`config.mk`:
```
export PLATFORM = sky130hd
export DESIGN_NAME = fifo_drain_ctrl
export DESIGN_NICKNAME = d
export VERILOG_FILES = /design/src/rtl/fifo_drain_ctrl.sv
export SDC_FILE = /design/constraint.sdc
export NUM_CORES = 1
export LEC_CHECK = 0
export ABC_AREA = 1
export BUFFER_PORTS_ARGS = -buffer_cell sky130_fd_sc_hd__buf_2
export CAP_MARGIN = 40
export CELL_PAD_IN_SITES_DETAIL_PLACEMENT = 0
export CELL_PAD_IN_SITES_GLOBAL_PLACEMENT = 1
export CORE_ASPECT_RATIO = 0.75
export CORE_MARGIN = 3
export CORE_UTILIZATION = 42
export CTS_CLUSTER_DIAMETER = 120
export DETAILED_ROUTE_END_ITERATION = 7
export PLACE_DENSITY = 0.85
export SKIP_LAST_GASP = 1
export SYNTH_ARGS = -nofsm -noshare
export SYNTH_HDL_FRONTEND = slang
export SYNTH_SLANG_ARGS = --single-unit
```
`constraint.sdc`:
```
create_clock -name clk -period 2.9 [get_ports clk]
set_input_delay 0.29 -clock clk [delete_from_list [all_inputs] [get_ports clk]]
set_output_delay 0.29 -clock clk [all_outputs]
set_load 0.02 [all_outputs]
```
`src/rtl/fifo_drain_ctrl.sv`:
```
`default_nettype none
// ============================================================================
// Module      : fifo_drain_ctrl
// Description : Drains a FIFO in bursts into a valid/ready stream through a
//               2-entry skid buffer. Optional DRAIN_TIMEOUT_EN flushes partial
//               bursts after TIMEOUT idle cycles.
// Revision    : 1.0 - initial release
// ============================================================================
module fifo_drain_ctrl #(
    parameter int FIFO_WIDTH = 16,
    parameter int FIFO_DEPTH = 8,
    parameter int BURST_LEN  = 4,
    parameter int TIMEOUT    = 15,
    localparam int c_LVL_W   = $clog2(FIFO_DEPTH + 1)
) (
    input  logic                  clk,
    input  logic                  rst_n,
    input  logic                  fifo_wr_ack,
    input  logic                  fifo_empty,
    input  logic [FIFO_WIDTH-1:0] fifo_data_out,
    input  logic                  fifo_underflow,
    output logic                  fifo_rd_en,
    output logic                  m_valid,
    output logic [FIFO_WIDTH-1:0] m_data,
    output logic                  m_last,
    input  logic                  m_ready,
    output logic [c_LVL_W-1:0]    level,
    output logic                  err
);

    localparam logic [1:0] c_IDLE  = 2'd0;
    localparam logic [1:0] c_BURST = 2'd1;
    localparam logic [1:0] c_DRAIN = 2'd2;

    localparam logic [c_LVL_W-1:0] c_ONE   = c_LVL_W'(1);
    localparam logic [c_LVL_W-1:0] c_DEPTH = c_LVL_W'(FIFO_DEPTH);
    localparam logic [c_LVL_W-1:0] c_BLEN  = c_LVL_W'(BURST_LEN);

    logic [1:0]            r_state;
    logic [c_LVL_W-1:0]    r_level;
    logic [c_LVL_W-1:0]    r_burst_len;
    logic [c_LVL_W-1:0]    r_rd_cnt;
    logic                  r_rd_pend;
    logic                  r_rd_last;
    logic [1:0]            r_cnt;
    logic [FIFO_WIDTH-1:0] r_d0;
    logic [FIFO_WIDTH-1:0] r_d1;
    logic                  r_l0;
    logic                  r_l1;
    logic                  r_err;

    logic w_pop;
    logic w_push;
    logic w_room;
    logic w_rd_en;
    logic w_last_rd;

    assign m_valid    = (r_cnt != 2'd0);
    assign m_data     = r_d0;
    assign m_last     = r_l0 && m_valid;
    assign level      = r_level;
    assign err        = r_err;
    assign fifo_rd_en = w_rd_en;

    assign w_pop  = m_valid && m_ready;
    assign w_push = r_rd_pend;
    // Room must account for the word still in flight and any pop this cycle.
    assign w_room = ({1'b0, r_cnt} + {2'b0, r_rd_pend}) < (3'd2 + {2'b0, w_pop});

    assign w_rd_en = (r_state == c_BURST) && (r_rd_cnt < r_burst_len) &&
                     (r_level != '0) && !fifo_empty && w_room;

    assign w_last_rd = w_rd_en && ((r_rd_cnt + c_ONE == r_burst_len) ||
                                   (r_level == c_ONE && !fifo_wr_ack));

`ifdef DRAIN_TIMEOUT_EN
    localparam int                c_TO_W = $clog2(TIMEOUT + 1);
    localparam logic [c_TO_W-1:0] c_TO   = c_TO_W'(TIMEOUT);

    logic [c_TO_W-1:0] r_to_cnt;
    logic              w_to_arm;

    assign w_to_arm = (r_state == c_IDLE) && (r_level != '0) &&
                      (r_level < c_BLEN) && !fifo_wr_ack;

    always_ff @(posedge clk or negedge rst_n) begin
        if (!rst_n) begin
            r_to_cnt <= '0;
        end else if (!w_to_arm || r_to_cnt == c_TO) begin
            r_to_cnt <= '0;
        end else begin
            r_to_cnt <= r_to_cnt + 1'b1;
        end
    end
`endif

    always_ff @(posedge clk or negedge rst_n) begin
        if (!rst_n) begin
            r_level <= '0;
        end else if (fifo_wr_ack && !w_rd_en && r_level != c_DEPTH) begin
            r_level <= r_level + c_ONE;
        end else if (w_rd_en && !fifo_wr_ack && r_level != '0) begin
            r_level <= r_level - c_ONE;
        end
    end

    always_ff @(posedge clk or negedge rst_n) begin
        if (!rst_n) begin
            r_state     <= c_IDLE;
            r_burst_len <= '0;
            r_rd_cnt    <= '0;
        end else begin
            case (r_state)
                c_IDLE: begin
                    if (r_level >= c_BLEN) begin
                        r_state     <= c_BURST;
                        r_burst_len <= c_BLEN;
                        r_rd_cnt    <= '0;
                    end
`ifdef DRAIN_TIMEOUT_EN
                    else if (r_to_cnt == c_TO) begin
                        r_state     <= c_BURST;
                        r_burst_len <= r_level;
                        r_rd_cnt    <= '0;
                    end
`endif
                end
                c_BURST: begin
                    if (w_rd_en) begin
                        r_rd_cnt <= r_rd_cnt + c_ONE;
                        if (w_last_rd) begin
                            r_state <= c_DRAIN;
                        end
                    end
                end
                c_DRAIN: begin
                    if (w_pop && m_last) begin
                        r_state <= c_IDLE;
                    end
                end
                default: r_state <= c_IDLE;
            endcase
        end
    end

    // Skid buffer: r_d0 is the presented word, r_d1 the overflow slot.
    always_ff @(posedge clk or negedge rst_n) begin
        if (!rst_n) begin
            r_rd_pend <= 1'b0;
            r_rd_last <= 1'b0;
            r_cnt     <= 2'd0;
            r_d0      <= '0;
            r_d1      <= '0;
            r_l0      <= 1'b0;
            r_l1      <= 1'b0;
        end else begin
            r_rd_pend <= w_rd_en;
            r_rd_last <= w_last_rd;
            case ({w_push, w_pop})
                2'b10: begin
                    if (r_cnt == 2'd0) begin
                        r_d0 <= fifo_data_out;
                        r_l0 <= r_rd_last;
                    end else begin
                        r_d1 <= fifo_data_out;
                        r_l1 <= r_rd_last;
                    end
                    r_cnt <= r_cnt + 2'd1;
                end
                2'b01: begin
                    r_d0  <= r_d1;
                    r_l0  <= r_l1;
                    r_cnt <= r_cnt - 2'd1;
                end
                2'b11: begin
                    if (r_cnt == 2'd1) begin
                        r_d0 <= fifo_data_out;
                        r_l0 <= r_rd_last;
                    end else begin
                        r_d0 <= r_d1;
                        r_l0 <= r_l1;
                        r_d1 <= fifo_data_out;
                        r_l1 <= r_rd_last;
                    end
                end
                default: ;
            endcase
        end
    end

    always_ff @(posedge clk or negedge rst_n) begin
        if (!rst_n) begin
            r_err <= 1'b0;
        end else if (fifo_underflow || (fifo_empty && r_level > c_ONE)) begin
            r_err <= 1'b1;
        end
    end

endmodule
`default_nettype wire

```
After elaboration in Yosys (flattened, before gate mapping)
Index checks and enable logic that the tools add are counted.
Word-level totals
  register bits: 50
  input bits: 22
  output and inout port bits: 24
  word-level logic and storage cells: 95
Cells by class
  add/sub/neg operators: 7
  magnitude comparators: 4
  equal/unequal tests: 16
  muxes and demuxes: 23
  reduce and logical (&&, ||, !) cells: 33
Operator list (count)
  16-bit two-way mux: 4
  16-bit one-hot mux with 3 select lines: 1
  16-bit one-hot mux with 2 select lines: 1
  4-bit two-way mux: 4
  1-bit logical AND: 14
  2-bit inequality test (second input constant): 7
  2-bit nonzero test: 5
  4-bit by 1-bit adder with 4-bit output (second input constant): 2
  2-bit two-way mux: 4
  4-bit one-hot mux with 2 select lines: 1
  2-bit by 1-bit == test with 1-bit output (second input constant): 3
  2-bit == test (second input constant): 3
  2-bit one-hot mux with 3 select lines: 1
  3-bit AND reduction: 2
  4-bit by 1-bit == test with 1-bit output (second input constant): 1
  4-bit by 3-bit == test with 1-bit output: 1
  4-bit by 3-bit >= comparator with 1-bit output (second input constant): 1
  4-bit by 1-bit > comparator with 1-bit output (second input constant): 1
  2-bit zero test: 2
  4-bit by 3-bit less-than comparator with 1-bit output: 1
  1-bit two-way mux: 4
  4-bit inequality test (second input constant): 1
  2-bit one-hot mux with 2 select lines: 1
  2-bit AND reduction: 2
  other kinds (13): 16

Logic depth before layout (Yosys ltp)
Gate-level depths: netlist (run 1).
  depth after elaboration: 9
  mapped depth: 12
  gate-level depth less buffers: 11

Worst setup path after synthesis (run 1)
No wires, ideal clock.
  path kind: flip-flop to flip-flop
  from: register r_cnt[0]
  to: register r_d0[13] (netlist: m_data[13])
  setup time: 0.125 ns
  data arrival time: 1.936 ns
  required time: 2.775 ns
  path slack: 0.839 ns
  cell stages (with the launch flop): 12
  path buffers: 1
  clock period less this slack: 2.061 ns
  cell sequence: dfrtp_1 inv_1 ha_1 inv_4 nand2_2 inv_1 ha_1 inv_1 o21ai_2 buf_6 o22ai_1 mux2_4
On the way
  longest elaborated chain between the ends: 5
  elaborated cells on any way between the ends: 12
  those cells by class: eq/ne (5); mux (2); reduce/logical (5)
Ends and longest elaborated chain
  start: declaration: line 45  | logic [1:0] r_cnt;
  start signal: assignment: line 168  | r_cnt <= r_cnt + 2'd1;
  start signal: assignment: line 173  | r_cnt <= r_cnt - 2'd1;
  2-bit nonzero test *: line 58  | assign m_valid = (r_cnt != 2'd0);
  named net m_valid: line 23  | output logic m_valid,
  1-bit logical AND *: line 65  | assign w_pop = m_valid && m_ready;
  2-bit == test or 2-bit by 1-bit == test with 1-bit output (tied branches): line 159  | case ({w_push, w_pop})
  2-bit inequality test (no source line) or 3-bit nonzero test (tied branches)
  2-bit AND reduction (no source line)
  end signal: assignment: line 162  | r_d0 <= fifo_data_out;
  end signal: assignment: line 171  | r_d0 <= r_d1;
  end signal: assignment: line 177  | r_d0 <= fifo_data_out;
  end: declaration: line 46  | logic [FIFO_WIDTH-1:0] r_d0;
Mark *: on every way through the listed nets, which the timed path passes. The rest lies on a longest branch.
A chain may end at the register's enable or synchronous reset.

Worst setup path after layout (run 1)
  from: register r_cnt[0]
  to: register r_d0[0] (netlist: m_data[0])
On the way
  longest elaborated chain between the ends: 5
  elaborated cells on any way between the ends: 12
  those cells by class: eq/ne (5); mux (2); reduce/logical (5)
Ends and longest elaborated chain (line)
  2-bit nonzero test: 58
  1-bit logical AND: 65
  2-bit == test or 2-bit by 1-bit == test with 1-bit output (tied branches): 159
  2-bit inequality test (no source line) or 3-bit nonzero test (tied branches)
  2-bit AND reduction (no source line)
Several ways; a longest one is shown, not always the timed one.

==> flow_metrics.py, run 1 <==
metrics = {
    "outcome": {
        "status": "finished, final reports clean",
    },
    "clock_tree": {
        "cts_buffers": 5,
        "cts_sinks": 50,
        "worstSkewPairLatency_ns": 0.31,
        "clockRootBuffer": "clkbuf_8",
        "cts_tree": "done",
        "htree_levels": 2,
        "cts.path.max_buffers": 2,
        "cts.reportedPaths.clkPinSlew_ns": 0.09,
        "ctsResizeCount": 0,
    },
    "setup_path": {
        "r2r-end": "m_data[0]",
        "endpoint": "m_data[0]",
        "reg2reg_from": "r_cnt[0]",
        "startpoint_type": "register",
        "r2r_setup_slack_ns": 0.54,
        "cp.required_ns": 3.09,
        "cp.arrival_ns": 2.55,
        "cp-startpoint": "r_cnt[0]",
        "path_max_fanout": 10,
        "endpoint_kind": "register",
        "worstSetupPathType": "reg -> reg",
        "r2r_cells": 11,
    },
    "synth": {
        "synth_seq_cells": 50,
        "ys_types": 32,
        "synth.avg_cell_area_um2": 9.34,
        "synth_seq_area_share_pct": 47.8,
        "syn_inst": 280,
        "syn_nets": 314,
        "syn-cell-area_um2": 2620,
        "yosysWarnings": 0,
    },
    "route": {
        "wl_per_cell_um": 12.3,
        "antenna_violating_nets_post_route": 0,
        "routed_wl_um": 5060,
        "drc": 0,
        "first_pass_iters": 4,
        "first_iter_violations": 63,
        "vias": 1966,
        "via_per_inst": 4.78,
    },
    "timing": {
        "relSlewSlack_pct": 56.4,
        "hold_ws_ns": 0.185,
        "fmax_mhz": 423,
        "finalCritPeriodShare_pct": 81.5,
        "tightest_slew_ns": 0.651,
        "tns_ns": 0,
        "drv_slew": 0,
        "layout_min_cycle_time_ns": 2.36,
        "rsz0062_at_grt": "false",
        "fin_worst_skew_ns": 0.00669,
        "finalHoldViolCount": 0,
        "setup_viol": 0,
    },
    "die": {
        "die_y_um": 74.4,
        "start_util_pct": 44.2,
        "rows": 24,
        "dieArea_um2": 7220,
        "pin_count": 46,
        "core-area_um2": 5920,
        "die_w_um": 97.1,
    },
    "global_routing": {
        "antenna_found_initial": 0,
        "use_met2_pct": 23.4,
        "overflow": 0,
        "grt_pass1_wl_um": 8590,
        "met3_usage_pct": 3.00,
        "busiest_layer": "met2",
        "grt_pass1_vias": 1868,
        "grt_use_met1_pct": 20.0,
        "globalRouteTotalUtil_pct": 14.5,
        "grt_max_degree": 23,
    },
    "worst_hold_path": {
        "min_path_type": "in -> reg",
    },
    "place": {
        "hpwlAfterDp_um": 3760,
        "io_buffer_count": 45,
        "place_congestion": 0.822,
    },
    "finish": {
        "drive_above_1_share_pct": 26.7,
        "antennaDiodeCount": 0,
        "mostFrequentLayoutCells": "59 x inv_1, 50 x dfrtp_1, 49 x nand2_1",
        "syn_to_final_growth_pct": 17.3,
        "final_common_cell": "inv_1",
        "nets": 366,
    },
    "pwr": {
        "sequentialPowerShare_pct": 39.9,
        "vdd_drop_max_mv": 0.312,
        "leakage_uw": 0.00162,
        "power_density_nw_per_um2": 796,
        "power.internal_uw": 1470,
        "power_frac_comb_pct": 41.9,
        "netSwitchingFraction_pct": 39.8,
        "p_sw_uw": 973,
        "power.share.clock_pct": 18.1,
    },
    "flow_run": {
        "cap_violations": 0,
    },
}
-- kinds of logic (layout without fill, tap and decap cells) --
| family | Yosys count | count (layout) | share of synthesized area [%] |
|---|---|---|---|
| DFF | 50 | 50 | 47.8 |
| AOI/OAI and AO/OA | 48 | 48 | 11.6 |
| and+or+nand+nor | 81 | 81 | 14.8 |
| adders and majority gates | 12 | 12 | 5.74 |
| muxes | 16 | 16 | 7.32 |
| xor gates and xnor gates | 6 | 6 | 2.01 |
| buffers and inverters | 67 | 120 | 10.7 |
-- critical path, stage by stage (launching register included) --
cell	delay, ns
dfrtp_1	0.42
inv_1	0.06
ha_1	0.24
inv_4	0.10
nand2_2	0.09
inv_1	0.09
ha_1	0.22
inv_1	0.07
o21ai_2	0.36
buf_4	0.25
o22ai_1	0.08
mux2_2	0.26
-- power groups by stage --
stage / clock (µW) / sequential, µW / combinational, µW
floorplan: 0 / 1130 / 605
global placement: 0 / 985 / 1020
detailed placement: 0 / 990 / 1030
CTS: 461 / 978 / 1040
global route: 483 / 998 / 1130
finish: 443 / 976 / 1020
-- flip-flops by register name, indices dropped and copies added, names as in the netlist, 2 cells and up --
signal / count
r_rd_cnt: 4
m_data: 16
r_d1: 16
r_state: 2
r_cnt: 2
level: 4
-- how the worst min path moves through the flow --
stage	endpoint	cells past startpoint	startpoint	slack [ns]
finish	err	2	fifo_underflow	0.18
global route	err	2	fifo_underflow	0.18
CTS	err	2	fifo_underflow	0.17
detailed placement	err	1	rst_n	0.29
global placement	level[3]	1	rst_n	0.45
floorplan	err	0	rst_n	-0.006
-- routing by layer --
| metal | vias to the layer above | part of all wire, % | routed length (µm) |
|---|---|---|---|
| met2 | 30 | 43 | 2190 |
| li1 | 993 | - | - |
| met4 | 0 | 1.1 | 57 |
| met3 | 5 | 3.6 | 180 |
| met1 | 938 | 52 | 2630 |
| met5 | - | 0 | 0 |
-- final cells by class --
cell class                      instances  area, µm²
Tap cell                               78       97.6
Fill cell                             569       2850
Sequential cell                        50       1250
Clock buffer                            6       82.6
Timing Repair Buffer                   52        308
Multi-Input combinational cell        163       1080
Inverter                               60        228
Clock inverter                          2       16.3
-- synthesized netlist by cell type --
master | count | area, µm²
inv_1 | 59 | 221
or2_0 | 1 | 6.26
dfrtp_1 | 50 | 1250
inv_4 | 1 | 6.26
o21ai_2 | 2 | 17.5
o22ai_1 | 17 | 106
nand2_2 | 2 | 12.5
nor2_4 | 1 | 11.3
a21oi_1 | 1 | 5.00
o21ai_1 | 1 | 5.00
nor2_8 | 1 | 20.0
o21bai_4 | 1 | 18.8
nand3_1 | 14 | 70.1
mux2_2 | 13 | 146
o211ai_1 | 1 | 7.51
ha_1 | 12 | 150
nand3_4 | 1 | 17.5
o21ai_4 | 1 | 16.3
nand2_4 | 2 | 22.5
xnor2_1 | 4 | 35.0
xor2_1 | 2 | 17.5
buf_4 | 1 | 7.51
nor2_2 | 1 | 6.26
o21ai_0 | 22 | 110
a211o_1 | 1 | 8.76
nand2_1 | 49 | 184
nand4_1 | 1 | 6.26
clkbuf_1 | 3 | 11.3
mux2_4 | 3 | 45.0
a21oi_2 | 1 | 8.76
nor2_1 | 8 | 30.0
buf_6 | 3 | 33.8
-- what timing repair did --
item,in CTS,in global routing
setup buffers,0,0
hold buffers,1,0
hold endpoints to repair,16,0
endpoints found under the setup margin,0,0
-- per-stage QoR --
stage	power (µW)	cells	worst slack (ns)	util (%)	area [µm²]
after global routing	2610	411	0.364	51.9	3070
after floorplan	1740	280	0.839	-	2620
final	2440	411	0.536	51.9	3070
after global placement	2000	400	0.621	49.3	2920
after detailed placement	2020	402	0.551	50.0	2960
after CTS	2480	411	0.524	51.9	3070
Note: power is estimated with default switching activity, not from simulation.
==> run 2, diff against run 1 <==
--- a/config.mk
+++ b/config.mk
@@ -5,14 +5,14 @@
 export SDC_FILE = /design/constraint.sdc
 export NUM_CORES = 1
 export LEC_CHECK = 0
-export ABC_AREA = 1
+export ABC_AREA = 0
 export BUFFER_PORTS_ARGS = -buffer_cell sky130_fd_sc_hd__buf_2
 export CAP_MARGIN = 40
 export CELL_PAD_IN_SITES_DETAIL_PLACEMENT = 0
 export CELL_PAD_IN_SITES_GLOBAL_PLACEMENT = 1
 export CORE_ASPECT_RATIO = 0.75
 export CORE_MARGIN = 3
-export CORE_UTILIZATION = 42
+export CORE_UTILIZATION = 43
 export CTS_CLUSTER_DIAMETER = 120
 export DETAILED_ROUTE_END_ITERATION = 7
 export PLACE_DENSITY = 0.85
==> constraint.sdc (replaced) <==
create_clock -name clk -period 2.44 [get_ports clk]
set_input_delay 0.244 -clock clk [delete_from_list [all_inputs] [get_ports clk]]
set_output_delay 0.244 -clock clk [all_outputs]
set_load 0.02 [all_outputs]
==> flow_metrics.py, run 2 <==
metrics = {
    "die": {
        "pin_count": 46,
        "dieArea_um2": 6430,
        "die_w_um": 91.6,
        "die_y_um": 70.2,
        "start_util_pct": 46.4,
        "core-area_um2": 5090,
        "rows": 22,
    },
    "synth": {
        "synth.avg_cell_area_um2": 11.4,
        "synth_ff_type": "dfrtp_1",
        "synth_seq_area_share_pct": 52.9,
        "yosys.area.top_type": "dfrtp_1",
        "yosys.cell_count.top_type": "dfrtp_1",
        "ys_types": 43,
        "synth-edff-count": 0,
        "synth_commonest_cells": "50 x dfrtp_1, 26 x nand2_1, 17 x a22oi_1, 17 x mux2_2, 13 x o21ai_0",
        "synth_top_cell_area_share_pct": 52.9,
        "synth_seq_cells": 50,
        "synthTopCellsByArea": "dfrtp_1 53%, mux2_2 8.1%, ha_1 6.3%",
        "async_reset_ff_share_pct": 100,
        "syn-cell-area_um2": 2360,
        "syn_inst": 207,
        "yosysWarnings": 0,
        "syn_nets": 241,
    },
    "global_routing": {
        "use_met2_pct": 21.1,
        "grt_pass1_wl_um": 7510,
        "grt_use_met1_pct": 21.4,
        "grt_pass1_vias": 1545,
        "grt_max_degree": 51,
        "globalRouteTotalUtil_pct": 14.6,
        "antenna_found_initial": 0,
        "busiest_layer": "met1",
        "met3_usage_pct": 3.66,
        "overflow": 0,
    },
    "outcome": {
        "status": "finished, final reports clean",
    },
    "timing": {
        "tightest_slew_ns": 0.617,
        "setup_viol": 0,
        "drv_slew": 0,
        "layout_min_cycle_time_ns": 2.33,
        "fmax_mhz": 429,
        "fin_worst_skew_ns": 0.00675,
        "finalHoldViolCount": 0,
        "relSlewSlack_pct": 58.9,
        "finalCritPeriodShare_pct": 95.5,
    },
    "finish": {
        "syn_to_final_growth_pct": 22.0,
        "antennaDiodeCount": 0,
        "drive_above_1_share_pct": 34.4,
        "finalNonFillerCells": 334,
        "final_common_cell": "dfrtp_1",
        "utilization_pct": 56.6,
        "mostFrequentLayoutCells": "50 x dfrtp_1, 44 x buf_2, 26 x nand2_1",
        "nets": 295,
    },
    "pwr": {
        "power_density_nw_per_um2": 1380,
        "leakage_uw": 0.00139,
        "vdd_drop_max_mv": 0.492,
    },
    "setup_path": {
        "reg2reg_from": "r_cnt[0]",
        "cp.arrival_ns": 2.09,
        "endpoint_kind": "output port",
        "cp-startpoint": "r_cnt[0]",
        "worstSetupPathType": "reg -> out",
        "startpoint_type": "register",
        "path_max_fanout": 8,
        "cp.required_ns": 2.20,
    },
    "route": {
        "vias": 1639,
        "drc": 0,
        "wl_per_cell_um": 13.5,
        "first_iter_violations": 116,
        "antenna_violating_nets_post_route": 0,
        "via_per_inst": 4.91,
        "first_pass_iters": 5,
        "routed_wl_um": 4520,
    },
    "flow_run": {
        "cap_violations": 0,
    },
    "clock_tree": {
        "clockRootBuffer": "clkbuf_8",
        "worstSkewPairLatency_ns": 0.30,
        "cts_sinks": 50,
        "cts_buffers": 5,
        "htree_levels": 2,
        "holdBufCountCts": 0,
        "cts.path.max_buffers": 2,
        "cts_tree": "done",
        "cts.reportedPaths.clkPinSlew_ns": 0.09,
    },
    "place": {
        "io_buffer_count": 45,
        "place_congestion": 0.743,
        "dp.cells": 323,
        "hpwlAfterDp_um": 3200,
    },
    "worst_hold_path": {
        "min_path_type": "in -> async",
    },
}
## run 2: path summary, 6_finish.rpt
check | to | slack (ns) | depth (start not counted)
setup / recovery | fifo_rd_en | 0.11 | 7
hold / removal | level[2] | 0.04 | 2
setup reg to reg | level[2] | 0.14 | 8
hold reg to reg | m_data[11] | 0.48 | 2
max in group asynchronous | r_burst_len[2] | 1.99 | 2
min in group clk | err | 0.15 | 2
## run 2: layer usage
metal	wire length [µm]	vias to the layer above
li1	-	846
met1	2360	765
met2	1960	24
met3	161	4
met4	42	0
met5	0	-
## run 2: worst max-delay path, cell delays in order (launching register included)
cell	delay (ns)
dfrtp_1	0.40
ha_1	0.19
ha_1	0.17
or3_1	0.31
a211o_1	0.27
or2_4	0.26
clkinv_4	0.08
buf_6	0.12
## run 2: layout make-up
type	count	area (µm²)
timing repair buffer	56	327
sequential	50	1250
multi-input combinational	136	1020
clock buffer	6	82.6
inverter	12	50.0
clock inverter	2	60.1
fill	447	2210
tap	72	90.1
## run 2: cells by family (layout without fill, tap and decap cells)
logic type	count (synthesis)	after routing	share of synthesized area, %
mux	21	21	9.84
simple gates	43	43	9.52
xor+xnor	5	5	1.85
buf+inv	21	76	4.07
compound gates	55	55	15.5
fa+ha+maj	12	12	6.35
flops	50	50	52.9
## run 2: report_power, final
group          leakage, µW  total, µW  internal, µW  switching, µW
registers         0.000608       1430          1200            230
logic             0.000708       1850           840           1010
clock network    0.0000714        708           437            271
## run 2: through the flow
step	cell area, µm²	setup slack, ns	setup TNS, ns	hold WS [ns]	power, µW
2_1_floorplan	2360	0.0897	0	-0.0516	2720
3_3_place_gp	2710	0.178	0	0.394	3210
3_5_place_dp	2710	0.110	0	0.397	3260
4_1_cts	2870	0.0167	0	0.0643	4010
5_1_grt	2880	-0.00497	-0.00497	0.0799	4300
6_report	2880	0.111	0	0.0351	3990
## run 2: what timing repair did
action,CTS,global route
setup endpoints to repair,1,1
setup buffers,2,1
pin swaps,0,1
hold endpoints to repair,0,0
gates resized for setup,2,1
==> run 3, diff against run 2 <==
--- a/config.mk
+++ b/config.mk
@@ -15,7 +15,7 @@
 export CORE_UTILIZATION = 43
 export CTS_CLUSTER_DIAMETER = 120
 export DETAILED_ROUTE_END_ITERATION = 7
-export PLACE_DENSITY = 0.85
+export PLACE_DENSITY = 0.78
 export SKIP_LAST_GASP = 1
 export SYNTH_ARGS = -nofsm -noshare
 export SYNTH_HDL_FRONTEND = slang
==> flow_metrics.py, run 3 (same netlist as run 2, synthesis figures left out) <==
metrics = {
    "outcome": {
        "status": "finished, final reports clean",
    },
    "pwr": {
        "leakage_uw": 0.00139,
        "power_density_nw_per_um2": 1360,
        "power_uw": 3970,
        "vdd_drop_max_mv": 0.607,
    },
    "finish": {
        "nets": 299,
        "final_common_cell": "dfrtp_1",
        "drive_above_1_share_pct": 37.2,
        "multiInputGateArea_um2": 1060,
        "nFillCells": 448,
        "syn_to_final_growth_pct": 23.9,
        "mostFrequentLayoutCells": "48 x dfrtp_1, 44 x buf_2, 26 x nand2_1",
        "ff_latch_area_um2": 1250,
        "antennaDiodeCount": 0,
    },
    "route": {
        "via_per_inst": 4.96,
        "vias": 1675,
        "routed_wl_um": 4640,
        "antenna_violating_nets_post_route": 0,
        "first_pass_iters": 4,
        "first_iter_violations": 108,
        "drc": 0,
        "wl_per_cell_um": 13.7,
    },
    "timing": {
        "setup_viol": 0,
        "layout_min_cycle_time_ns": 2.43,
        "tightest_slew_ns": 0.418,
        "relSlewSlack_pct": 72.1,
        "rsz0062_at_grt": "true",
        "fin_worst_skew_ns": 0.00934,
        "finalHoldViolCount": 0,
        "fmax_mhz": 411,
        "drv_slew": 0,
        "finalCritPeriodShare_pct": 99.7,
        "hold_ws_ns": 0.115,
        "tns_ns": 0,
    },
    "place": {
        "hpwlAfterDp_um": 3310,
        "io_buffer_count": 45,
        "place_congestion": 0.775,
    },
    "global_routing": {
        "grt_pass1_vias": 1621,
        "globalRouteTotalUtil_pct": 15.2,
        "grt_max_degree": 35,
        "antenna_found_initial": 0,
        "grt_pass1_wl_um": 7830,
        "overflow": 0,
    },
    "die": {
        "start_util_pct": 46.4,
        "pin_count": 46,
        "dieArea_um2": 6430,
        "core-area_um2": 5090,
        "die_w_um": 91.6,
        "rows": 22,
        "die_y_um": 70.2,
    },
    "flow_run": {
        "cap_violations": 0,
    },
    "setup_path": {
        "path_max_fanout": 5,
        "startpoint_type": "register",
        "cp.required_ns": 2.20,
        "cp.arrival_ns": 2.19,
        "r2r_setup_slack_ns": 0.07,
        "worstSetupPathType": "reg -> out",
        "endpoint_kind": "output port",
    },
    "clock_tree": {
        "cts.path.max_buffers": 2,
        "cts_buffers": 5,
        "cts.reportedPaths.clkPinSlew_ns": 0.09,
        "htree_levels": 2,
        "cts_sinks": 50,
        "cts_tree": "done",
        "clockRootBuffer": "clkbuf_8",
        "worstSkewPairLatency_ns": 0.30,
    },
    "worst_hold_path": {
        "min_path_type": "in -> reg",
    },
}
[run 3: report_power, final]
group	switching, µW	internal (µW)
combinational	1030	899
sequential	248	1200
clock	283	311
total	1560	2410
[run 3: what timing repair did]
action / CTS / global route
resized for setup: 4 / 8
setup buffers: 1 / 6
pin swaps: 1 / 5
hold buffers: 1 / 0
hold endpoints to repair: 16 / 0
endpoints found under the setup margin: 1 / 2
[run 3: worst paths after layout]
kind | from | end | cells past startpoint
max | r_cnt[0] | fifo_rd_en | 7
min | fifo_underflow | err | 2
max reg2reg | r_cnt[0] | level[2] | 8
min reg2reg | err | err | 1
max in group asynchronous | rst_n | r_rd_cnt[3] | 3
min in group asynchronous | rst_n | m_data[2] | 2
[run 3: layout make-up]
type | instances | area share (%)
well taps | 72 | 3.08
clock buffers | 5 | 2.35
clock inverters | 3 | 1.62
inverters | 12 | 1.79
repair buffers | 60 | 12.3
multi-input cells | 136 | 36.1
flip-flops and latches | 50 | 42.8
[run 3: layer usage]
layer	global-route usage [%]	part of all wire [%]	up-vias
li1	-	-	849
met4	4.01	1.0	0
met1	21.0	50	787
met5	0	0	-
met3	4.74	4.1	4
met2	23.2	44	35
[run 3: critical path: stages (launching register included)]
cell and delay, ns:
dfrtp_2 0.46, ha_4 0.18, ha_4 0.14, or3_4 0.35, a211o_1 0.29, or2_4 0.28, inv_8 0.07, buf_6 0.11
[run 3: metrics by stage]
step	util [%]	area [µm²]	std cells	setup WS [ns]
after global placement	53.1	2700	322	0.161
after CTS	55.9	2850	332	0.0200
final	57.5	2930	338	0.00663
after detailed placement	53.1	2700	322	0.0990
after global routing	57.5	2930	338	-0.0671
after floorplan	-	2360	207	0.0897
